`src/rtl/eros_obi_bank_xbar.sv`:
```
// -----------------------------------------------------------------------------
// eros_obi_bank_xbar
//
// Purpose:
//   Crossbar between NMASTERS OBI masters and N_BANKS single-cycle RAM banks.
//   Each master address is decoded to a bank and a bank-local byte offset.
//   Banks are laid out either contiguously or word-interleaved. A round-robin
//   arbiter per bank grants one master per cycle, combinationally. Responses
//   come back exactly one cycle later and are routed to the granted master.
//
//   A request that falls outside the banked window, or that targets a gated
//   bank, is completed locally. The xbar grants it at once, drops any write
//   data, and returns ERR_RDATA in the next cycle with a one-cycle err_o pulse.
//
// Ports:
//   clk_i           sole clock, rising edge
//   rst_i           synchronous active-high reset
//   master_req_i    per-master OBI request (req, we, be, addr, wdata)
//   master_resp_o   per-master OBI response (gnt, rvalid, rdata)
//   ram_req_o       per-bank request; addr is the bank-local byte offset
//   ram_resp_i      per-bank response, rvalid one cycle after req (gnt ignored)
//   bank_en_i       per-bank enable; 0 = bank is power-gated
//   conflict_cnt_o  saturating count of lost-arbitration master-cycles
//   err_o           pulses in any cycle that carries an error response
// -----------------------------------------------------------------------------

package eros_obi_pkg;

    typedef struct packed {
        logic        req;
        logic        we;
        logic [3:0]  be;
        logic [31:0] addr;
        logic [31:0] wdata;
    } obi_req_t;

    typedef struct packed {
        logic        gnt;
        logic        rvalid;
        logic [31:0] rdata;
    } obi_resp_t;

endpackage

module eros_obi_bank_xbar
    import eros_obi_pkg::*;
#(
    parameter int unsigned NMASTERS    = 6,
    parameter int unsigned N_BANKS     = 2,
    parameter int unsigned BANK_SIZE   = 32768,
    parameter logic [31:0] BASE_ADDR   = 32'h0000_0000,
    parameter int unsigned INTERLEAVED = 0,
    parameter logic [31:0] ERR_RDATA   = 32'hBADC_AB1E
) (
    input  logic                clk_i,
    input  logic                rst_i,
    input  obi_req_t            master_req_i   [NMASTERS],
    output obi_resp_t           master_resp_o  [NMASTERS],
    output obi_req_t            ram_req_o      [N_BANKS],
    input  obi_resp_t           ram_resp_i     [N_BANKS],
    input  logic [N_BANKS-1:0]  bank_en_i,
    output logic [31:0]         conflict_cnt_o,
    output logic                err_o
);

    localparam int unsigned LOG2_NB = $clog2(N_BANKS);
    localparam int unsigned LOG2_BS = $clog2(BANK_SIZE);
    localparam int unsigned BW      = (N_BANKS > 1)  ? LOG2_NB : 1;
    localparam int unsigned MW      = (NMASTERS > 1) ? $clog2(NMASTERS) : 1;
    // The window can reach 2^32 bytes, so compare in 64 bits.
    localparam logic [63:0] SPAN    = 64'(N_BANKS) * 64'(BANK_SIZE);

    // ------------------------------------------------------------------
    // State
    // ------------------------------------------------------------------
    logic [MW-1:0]        r_rr_ptr   [N_BANKS];
    logic [N_BANKS-1:0]   r_bank_vld;
    logic [MW-1:0]        r_bank_mst [N_BANKS];
    logic [NMASTERS-1:0]  r_err_pend;
    logic [31:0]          r_conflict_cnt;

    // ------------------------------------------------------------------
    // Address decode
    // ------------------------------------------------------------------
    logic [31:0]          w_off      [NMASTERS];
    logic [BW-1:0]        w_bank     [NMASTERS];
    logic [31:0]          w_local    [NMASTERS];
    logic [NMASTERS-1:0]  w_tgt_vld;   // request to a usable bank
    logic [NMASTERS-1:0]  w_err_req;   // request completed locally as an error

    always_comb begin
        // NOTE: every output of a combinational block gets a default first, so
        // no path can leave it unassigned and infer a latch.
        w_tgt_vld = '0;
        w_err_req = '0;
        for (int m = 0; m < NMASTERS; m++) begin
            // Addresses below BASE_ADDR wrap to a huge offset and fail the range test.
            w_off[m] = master_req_i[m].addr - BASE_ADDR;
            if (N_BANKS == 1) begin
                w_bank[m]  = '0;
                w_local[m] = w_off[m] & 32'(BANK_SIZE - 1);
            end else if (INTERLEAVED != 0) begin
                w_bank[m]  = BW'(w_off[m] >> 2);
                w_local[m] = ((w_off[m] >> (2 + LOG2_NB)) << 2) | {30'b0, w_off[m][1:0]};
            end else begin
                w_bank[m]  = BW'(w_off[m] >> LOG2_BS);
                w_local[m] = w_off[m] & 32'(BANK_SIZE - 1);
            end
            if (master_req_i[m].req) begin
                if ((64'(w_off[m]) < SPAN) && bank_en_i[w_bank[m]]) begin
                    w_tgt_vld[m] = 1'b1;
                end else begin
                    w_err_req[m] = 1'b1;
                end
            end
        end
    end

    // ------------------------------------------------------------------
    // Per-bank round-robin arbitration, starting the search at the pointer
    // ------------------------------------------------------------------
    logic [N_BANKS-1:0]   w_bank_gnt;
    logic [MW-1:0]        w_bank_idx [N_BANKS];
    logic [NMASTERS-1:0]  w_mst_gnt;

    always_comb begin
        logic [MW-1:0] cand;
        cand       = '0;
        w_bank_gnt = '0;
        w_mst_gnt  = '0;
        for (int b = 0; b < N_BANKS; b++) begin
            w_bank_idx[b] = '0;
            for (int unsigned i = 0; i < NMASTERS; i++) begin
                cand = MW'((32'(r_rr_ptr[b]) + i) % NMASTERS);
                if (!w_bank_gnt[b] && w_tgt_vld[cand] && (w_bank[cand] == BW'(b))) begin
                    w_bank_gnt[b] = 1'b1;
                    w_bank_idx[b] = cand;
                end
            end
            if (w_bank_gnt[b]) begin
                w_mst_gnt[w_bank_idx[b]] = 1'b1;
            end
        end
    end

    // ------------------------------------------------------------------
    // Conflict counter: valid targets that did not win this cycle
    // ------------------------------------------------------------------
    logic [4:0]  w_conflicts;
    logic [32:0] w_cnt_sum;
    logic [31:0] w_cnt_next;

    always_comb begin
        w_conflicts = '0;
        for (int m = 0; m < NMASTERS; m++) begin
            w_conflicts = w_conflicts + 5'(w_tgt_vld[m] & ~w_mst_gnt[m]);
        end
        w_cnt_sum  = {1'b0, r_conflict_cnt} + 33'(w_conflicts);
        w_cnt_next = w_cnt_sum[32] ? 32'hFFFF_FFFF : w_cnt_sum[31:0];
    end

    // ------------------------------------------------------------------
    // State update
    // ------------------------------------------------------------------
    always_ff @(posedge clk_i) begin
        // NOTE: sequential state uses non-blocking assignments so that every
        // register samples the pre-edge values, whatever the statement order.
        if (rst_i) begin
            // NOTE: all state here is small control flops and is reset.
            // There is no storage array in this block.
            for (int b = 0; b < N_BANKS; b++) begin
                r_rr_ptr[b]   <= '0;
                r_bank_mst[b] <= '0;
            end
            r_bank_vld     <= '0;
            r_err_pend     <= '0;
            r_conflict_cnt <= '0;
        end else begin
            for (int b = 0; b < N_BANKS; b++) begin
                if (w_bank_gnt[b]) begin
                    r_bank_mst[b] <= w_bank_idx[b];
                    r_rr_ptr[b]   <= (32'(w_bank_idx[b]) == NMASTERS - 1) ? '0
                                                                          : w_bank_idx[b] + MW'(1);
                end
            end
            r_bank_vld     <= w_bank_gnt;
            r_err_pend     <= w_err_req;
            r_conflict_cnt <= w_cnt_next;
        end
    end

    // ------------------------------------------------------------------
    // Bank request mux
    // ------------------------------------------------------------------
    always_comb begin
        for (int b = 0; b < N_BANKS; b++) begin
            ram_req_o[b] = '0;
            if (!rst_i && w_bank_gnt[b]) begin
                ram_req_o[b].req   = 1'b1;
                ram_req_o[b].we    = master_req_i[w_bank_idx[b]].we;
                ram_req_o[b].be    = master_req_i[w_bank_idx[b]].be;
                ram_req_o[b].addr  = w_local[w_bank_idx[b]];
                ram_req_o[b].wdata = master_req_i[w_bank_idx[b]].wdata;
            end
        end
    end

    // ------------------------------------------------------------------
    // Master responses. One grant per master per cycle means at most one
    // source (a bank or the local error path) drives any master's rvalid.
    // ------------------------------------------------------------------
    always_comb begin
        for (int m = 0; m < NMASTERS; m++) begin
            master_resp_o[m] = '0;
        end
        err_o = 1'b0;
        if (!rst_i) begin
            for (int m = 0; m < NMASTERS; m++) begin
                master_resp_o[m].gnt = w_mst_gnt[m] | w_err_req[m];
                if (r_err_pend[m]) begin
                    master_resp_o[m].rvalid = 1'b1;
                    master_resp_o[m].rdata  = ERR_RDATA;
                end
            end
            for (int b = 0; b < N_BANKS; b++) begin
                if (r_bank_vld[b] && ram_resp_i[b].rvalid) begin
                    master_resp_o[r_bank_mst[b]].rvalid = 1'b1;
                    master_resp_o[r_bank_mst[b]].rdata  = ram_resp_i[b].rdata;
                end
            end
            err_o = |r_err_pend;
        end
    end

    assign conflict_cnt_o = r_conflict_cnt;

    // Bank grant is assumed always high, so the returned gnt is deliberately unused.
    logic [N_BANKS-1:0] w_unused_gnt;
    always_comb begin
        for (int b = 0; b < N_BANKS; b++) begin
            w_unused_gnt[b] = ram_resp_i[b].gnt;
        end
    end

endmodule

```
`config.mk`:
```
export PLATFORM = sky130hd
export DESIGN_NAME = eros_obi_bank_xbar
export DESIGN_NICKNAME = d
export VERILOG_FILES = /design/src/rtl/eros_obi_bank_xbar.sv
export SDC_FILE = /design/constraint.sdc
export NUM_CORES = 1
export LEC_CHECK = 0
export ABC_AREA = 1
export BUFFER_PORTS_ARGS = -buffer_cell sky130_fd_sc_hd__buf_2
export CORE_AREA = 5 5 339 341
export DETAILED_ROUTE_END_ITERATION = 10
export DIE_AREA = 0 0 344 346
export PLACE_DENSITY = 0.43
export SETUP_SLACK_MARGIN = 0.3
export SLEW_MARGIN = 5
export SYNTH_ARGS = -nofsm -noshare
export SYNTH_HDL_FRONTEND = slang
export SYNTH_SLANG_ARGS = --single-unit
```
`constraint.sdc`:
```
create_clock -name clk_i -period 23.7 [get_ports clk_i]
set_input_delay 4.74 -clock clk_i [delete_from_list [all_inputs] [get_ports clk_i]]
set_output_delay 4.74 -clock clk_i [all_outputs]
set_load 0.01 [all_outputs]
```
* After elaboration in Yosys (flattened, before gate mapping)
Memories as Yosys holds them, arrays and structs flattened. Index checks and enable logic that the tools add are counted.
Cells by class: $add $sub $neg 18, multiply operators 0, divide/modulo/power cells 12, order comparisons 46, eq/ne operators 2, shifts and indexed selects 0, mux-type cells 184, bitwise gates (word level) 45, reductions and logical operators 48
Operators by type and width (count):
- bitwise mux 204 bit | 4
- 2-to-1 mux 204 bit | 4
- 2-to-1 mux 33 bit | 14
- binary-select mux 70 bit (select 3 bit) | 2
- demux 34 bit (select 3 bit) | 4
- modulo 32 x 3 -> 32 bit, second input constant | 10
- 2-to-1 mux 69 bit | 4
- 2-to-1 mux 32 bit | 7
- binary-select mux 32 bit (select 3 bit) | 2
- less-than comparator 32 x 17 -> 1 bit, second input constant | 6
- 2-to-1 mux 70 bit | 2
- 2-to-1 mux 1 bit | 95
- binary-select mux 1 bit (select 3 bit) | 24
- >= comparator 4 bit, second input constant | 16
- modulo 3 x 3 -> 32 bit, second input constant | 2
- NOT 3 -> 4 bit | 16
- less-than comparator 3 x 4 -> 1 bit, second input constant | 14
- 2-to-1 mux 3 bit | 18
- logical AND 1 bit | 36
- adder 32 x 5 -> 33 bit | 1
- AND 1 x 5 -> 5 bit | 6
- NOT 1 -> 5 bit | 6
- adder 5 bit | 5
- adder 3 x 2 -> 4 bit, second input constant | 4
- 14 further kinds | 53
Word-level totals: register bits 40, latch bits 0, bits in writable memories 12, bits in read-only memories 0, input port bits 492, output and inout port bits 377, logic and storage cells 360, memories kept 2
Memory list:
- r_bank_mst | words 2, width 3, read ports 2, clocked after memory_dff 0, write ports 2, line 78 | logic [MW-1:0] r_bank_mst [N_BANKS];
- r_rr_ptr | words 2, width 3, read ports 2, clocked after memory_dff 0, write ports 2, line 76 | logic [MW-1:0] r_rr_ptr [N_BANKS];

* Logic depth before layout (Yosys ltp)
word-level depth 45, gate-level depth with buffers 53

* Worst setup path after synthesis
OpenSTA, ideal clock, no wires.
path type input port to output port, start input master_req_i[61] (netlist name), end output ram_req_o[66] (netlist name), arrival time 6912 ps, setup slack 12048 ps, stages 25, path buffers 2, path through nor2_1 nand3_1 nor2_1 nand2_1 nor2_1 nand2_1 o21ai_1 nand3_1 nand2_1 nand2_4 inv_2 nor2_2 nand2_2 nor2_2 nor2_1 nand2_1 nand2_2 nand2_4 buf_6 buf_6 nand2_1 nand2_1 o21ai_2 inv_1 nor2_1
RTL lines:
- start, declared | line 57 | input obi_req_t master_req_i [NMASTERS],
- end, declared | line 59 | output obi_req_t ram_req_o [N_BANKS],

==> summary.txt <==
Run status
  • Status: finished clean

STA
  • F_max: about 0.065 GHz
  • Final Hold Viols: 0
  • Post-route setup TNS: 0 ps
  • Crit path time final: 15390 ps
  • Tcrit/Tclk final: 65.0%
  • RSZ-0062 raised after global routing: no
  • Clock Skews: 14.3 ps
  • Slew of the pin with the lowest slew margin: 1160 ps
  • Slew headroom: between 20% and 30%
  • Final setup viols: 0
  • Slew Viols, Final: 0

Place
  • GPL Wtd Cong: 0.908
  • Dpl hpwl: 91600 um
  • Port buffer count: 832

Yosys
  • List of most frequent post-synthesis cells: nand2_1 (813), inv_1 (451), nor2_1 (366), nand3_1 (326), a21oi_1 (163)
  • Synth cell types: 62
  • Mapped Area: about 0.017 sq mm
  • Yosys top cell area share: 18.4%
  • Post-Syn Instances: 3258
  • Post-synth EDFFs: 12
  • Post-synth top area cell: nand2_1
  • Synth Register Bits: 52
  • Synth area leaders: nand2_1 (18%), inv_1 (10%), nand3_1 (9.8%)
  • Top_reg_cell synth: dfxtp_1
  • Syn_area_per_cell: 5.10 sq um
  • Sequential element share of the synthesized area: 6.99%
  • Fraction of registers with async set/reset: 0%
  • Yosys warnings: 0
  • Most common cell in the netlist: nand2_1

Clocking
  • H-tree levels: 2
  • Num CTS Buffers: 5
  • Total clock sinks: 52
  • Root buffer cell: clkbuf_16
  • # Post-CTS Setup Buffers: 0
  • Clock buffer depth: 2
  • Clk_lat worst skew: 310 ps
  • Clk slew on worst S/H paths: 90 ps
  • # resized after CTS: 0
  • CTS tree: yes
  • Hold Buf Count CTS: 0

Critical path
  • Worst Path Max Fanout: 80
  • CP Data Required Time: 18960 ps
  • Critical path buffer and inverter count: 7
  • Slowest-stage cell, CP: buf_4
  • CP arrival: between 10000 and 15000 ps
  • Critical Path Source Type: input port
  • CP top delay family: simple AND/OR/NAND/NOR gates
  • Crit path cell chain: buf_2 -> inv_2 -> nand2_1 -> o21ai_1 -> nor2_1 -> nand4_1 -> nand2_1 -> nand3_1 -> nand2_1 -> inv_1 -> nand2_1 -> nand2_2 -> nand2_1 -> nor2_2 -> nand4_1 -> nand2_1 -> nand2_4 -> nand2_8 -> buf_4 -> buf_4 -> inv_2 -> o211ai_1 -> a21oi_1 -> buf_2
  • Slowest cell delay on critical path: between 700 and 800 ps
  • Critical path class: input port to output port
  • CP Capture Type: output port
  • Crit-path most repeated cell: nand2_1

GRT
  • GR Overflow Total: 0
  • Total GRT Usage: 18.6%
  • Global-route wire length before repair: 166000 um
  • Initial antenna violation count: 46
  • Vias in the first global route: 23.4k
  • Pin count of the biggest net entering global routing: 186

Die
  • Io pins: 869
  • Core area: 0.112 sq mm
  • Die ar.: roughly 0.12 sq mm
  • Die Wd: 344 um
  • Chip Height: 346 um
  • Initial Util: 14.9%
  • # rows: about 120

Cells and area
  • # nets final: 4424
  • Area Overhead vs Synth: 32.6%
  • Share of layout cells above drive strength 1: 25.2%

Drt
  • Routed wire length: 119000 um
  • ANT nets after route: 0
  • WL per Instance: between 20 and 25 um
  • Residual DRC count: 0
  • Via count: 24.8k
  • Detailed Route Iter0 Violations: 2016
  • Vias/cell: 4.58
  • Initial DRT Pass Iterations: 6

Run
  • Max capacitance violation total: 0

Min path
  • Hold Path Class: register to register
[flip-flops by register name, indices dropped and copies added, names as in the netlist]
| name | cells |
|---|---|
| conflict_cnt_o | 32 |
| r_err_pend | 6 |
| r_bank_mst | 6 |
| r_bank_vld | 2 |
| r_rr_ptr | 6 |
[cells in the final DEF, fill, tap and decap left out, drive strengths merged, types with 22 or more instances in the layout]
| cell type | Yosys | layout |
|---|---|---|
| nand3 | 332 | 332 |
| conb | 1 | 34 |
| o21ai | 304 | 304 |
| buf | 135 | 874 |
| nand4 | 156 | 156 |
| nor2 | 381 | 381 |
| a311oi | 95 | 95 |
| a21oi | 164 | 164 |
| dfxtp | 40 | 40 |
| o211ai | 34 | 34 |
| inv | 472 | 474 |
| nand2 | 830 | 830 |
| ha | 26 | 26 |
| o31ai | 22 | 22 |
[logic make-up (layout without fill, tap and decap cells)]
logic type | after synthesis | in the layout | share of synthesized area [%]
AND/OR/NAND/NOR | 1746 | 1746 | 46.1
buffers and inverters | 752 | 1364 | 19.5
AO/OA/AOI/OAI | 654 | 654 | 23.7
flip-flops | 52 | 52 | 6.99
adder cells (fa/ha/maj) | 30 | 30 | 2.44
XOR/XNOR | 22 | 22 | 1.20
other | 1 | 54 | 0.0226
multiplexers | 1 | 1 | 0.0602
[area by class of cell]
class | instances | area (sq um)
Antenna cell | 20 | 50.0
Clock buffer | 5 | 125
Clock inverter | 3 | 28.8
Fill cell | 13193 | 89500
Inverter | 482 | 1810
Multi-Input combinational cell | 2487 | 12500
Sequential cell | 52 | 1160
Tap cell | 1500 | 1880
Timing Repair Buffer | 874 | 4490
[layer usage]
layer / global-route usage (%) / share of wire, %
met5: 0.0801 / 0.15
met2: 32.4 / 48
met1: 22.4 / 40
met4: 6.42 / 4.0
met3: 4.33 / 8.6
[worst min-delay path, cell delays in order (launching register included)]
cell,delay (ps)
dfxtp_1,350
inv_1,90
o31ai_1,80
inv_1,40
[path summary, 6_finish.rpt]
path | from | end | slack (ps) | depth (start not counted)
hold reg to reg | conflict_cnt_o[28] | conflict_cnt_o[28] | 590 | 3
setup reg to reg | r_rr_ptr[0][3] | conflict_cnt_o[22] | 13800 | 46
setup / recovery | bank_en_i[1] | ram_req_o[115] | 8310 | 24
hold / removal | conflict_cnt_o[28] | conflict_cnt_o[28] | 590 | 3
[metrics by stage]
| stage | setup slack [ps] | hold WS, ps | instances | area, sq um | utilization, % |
|---|---|---|---|---|---|
| 2_1_floorplan | 12050 | 549 | 3291 | 16700 | - |
| 3_3_place_gp | 8290 | 572 | 5395 | 21800 | 19.6 |
| 3_5_place_dp | 8280 | 571 | 5395 | 21800 | 19.6 |
| 4_1_cts | 8270 | 593 | 5403 | 22000 | 19.7 |
| 5_1_grt | 7910 | 627 | 5406 | 22000 | 19.7 |
| 6_report | 8310 | 588 | 5423 | 22000 | 19.7 |
Power is not shown: default switching activity piles up to over one toggle a cycle in this logic, so the estimate is an artifact.
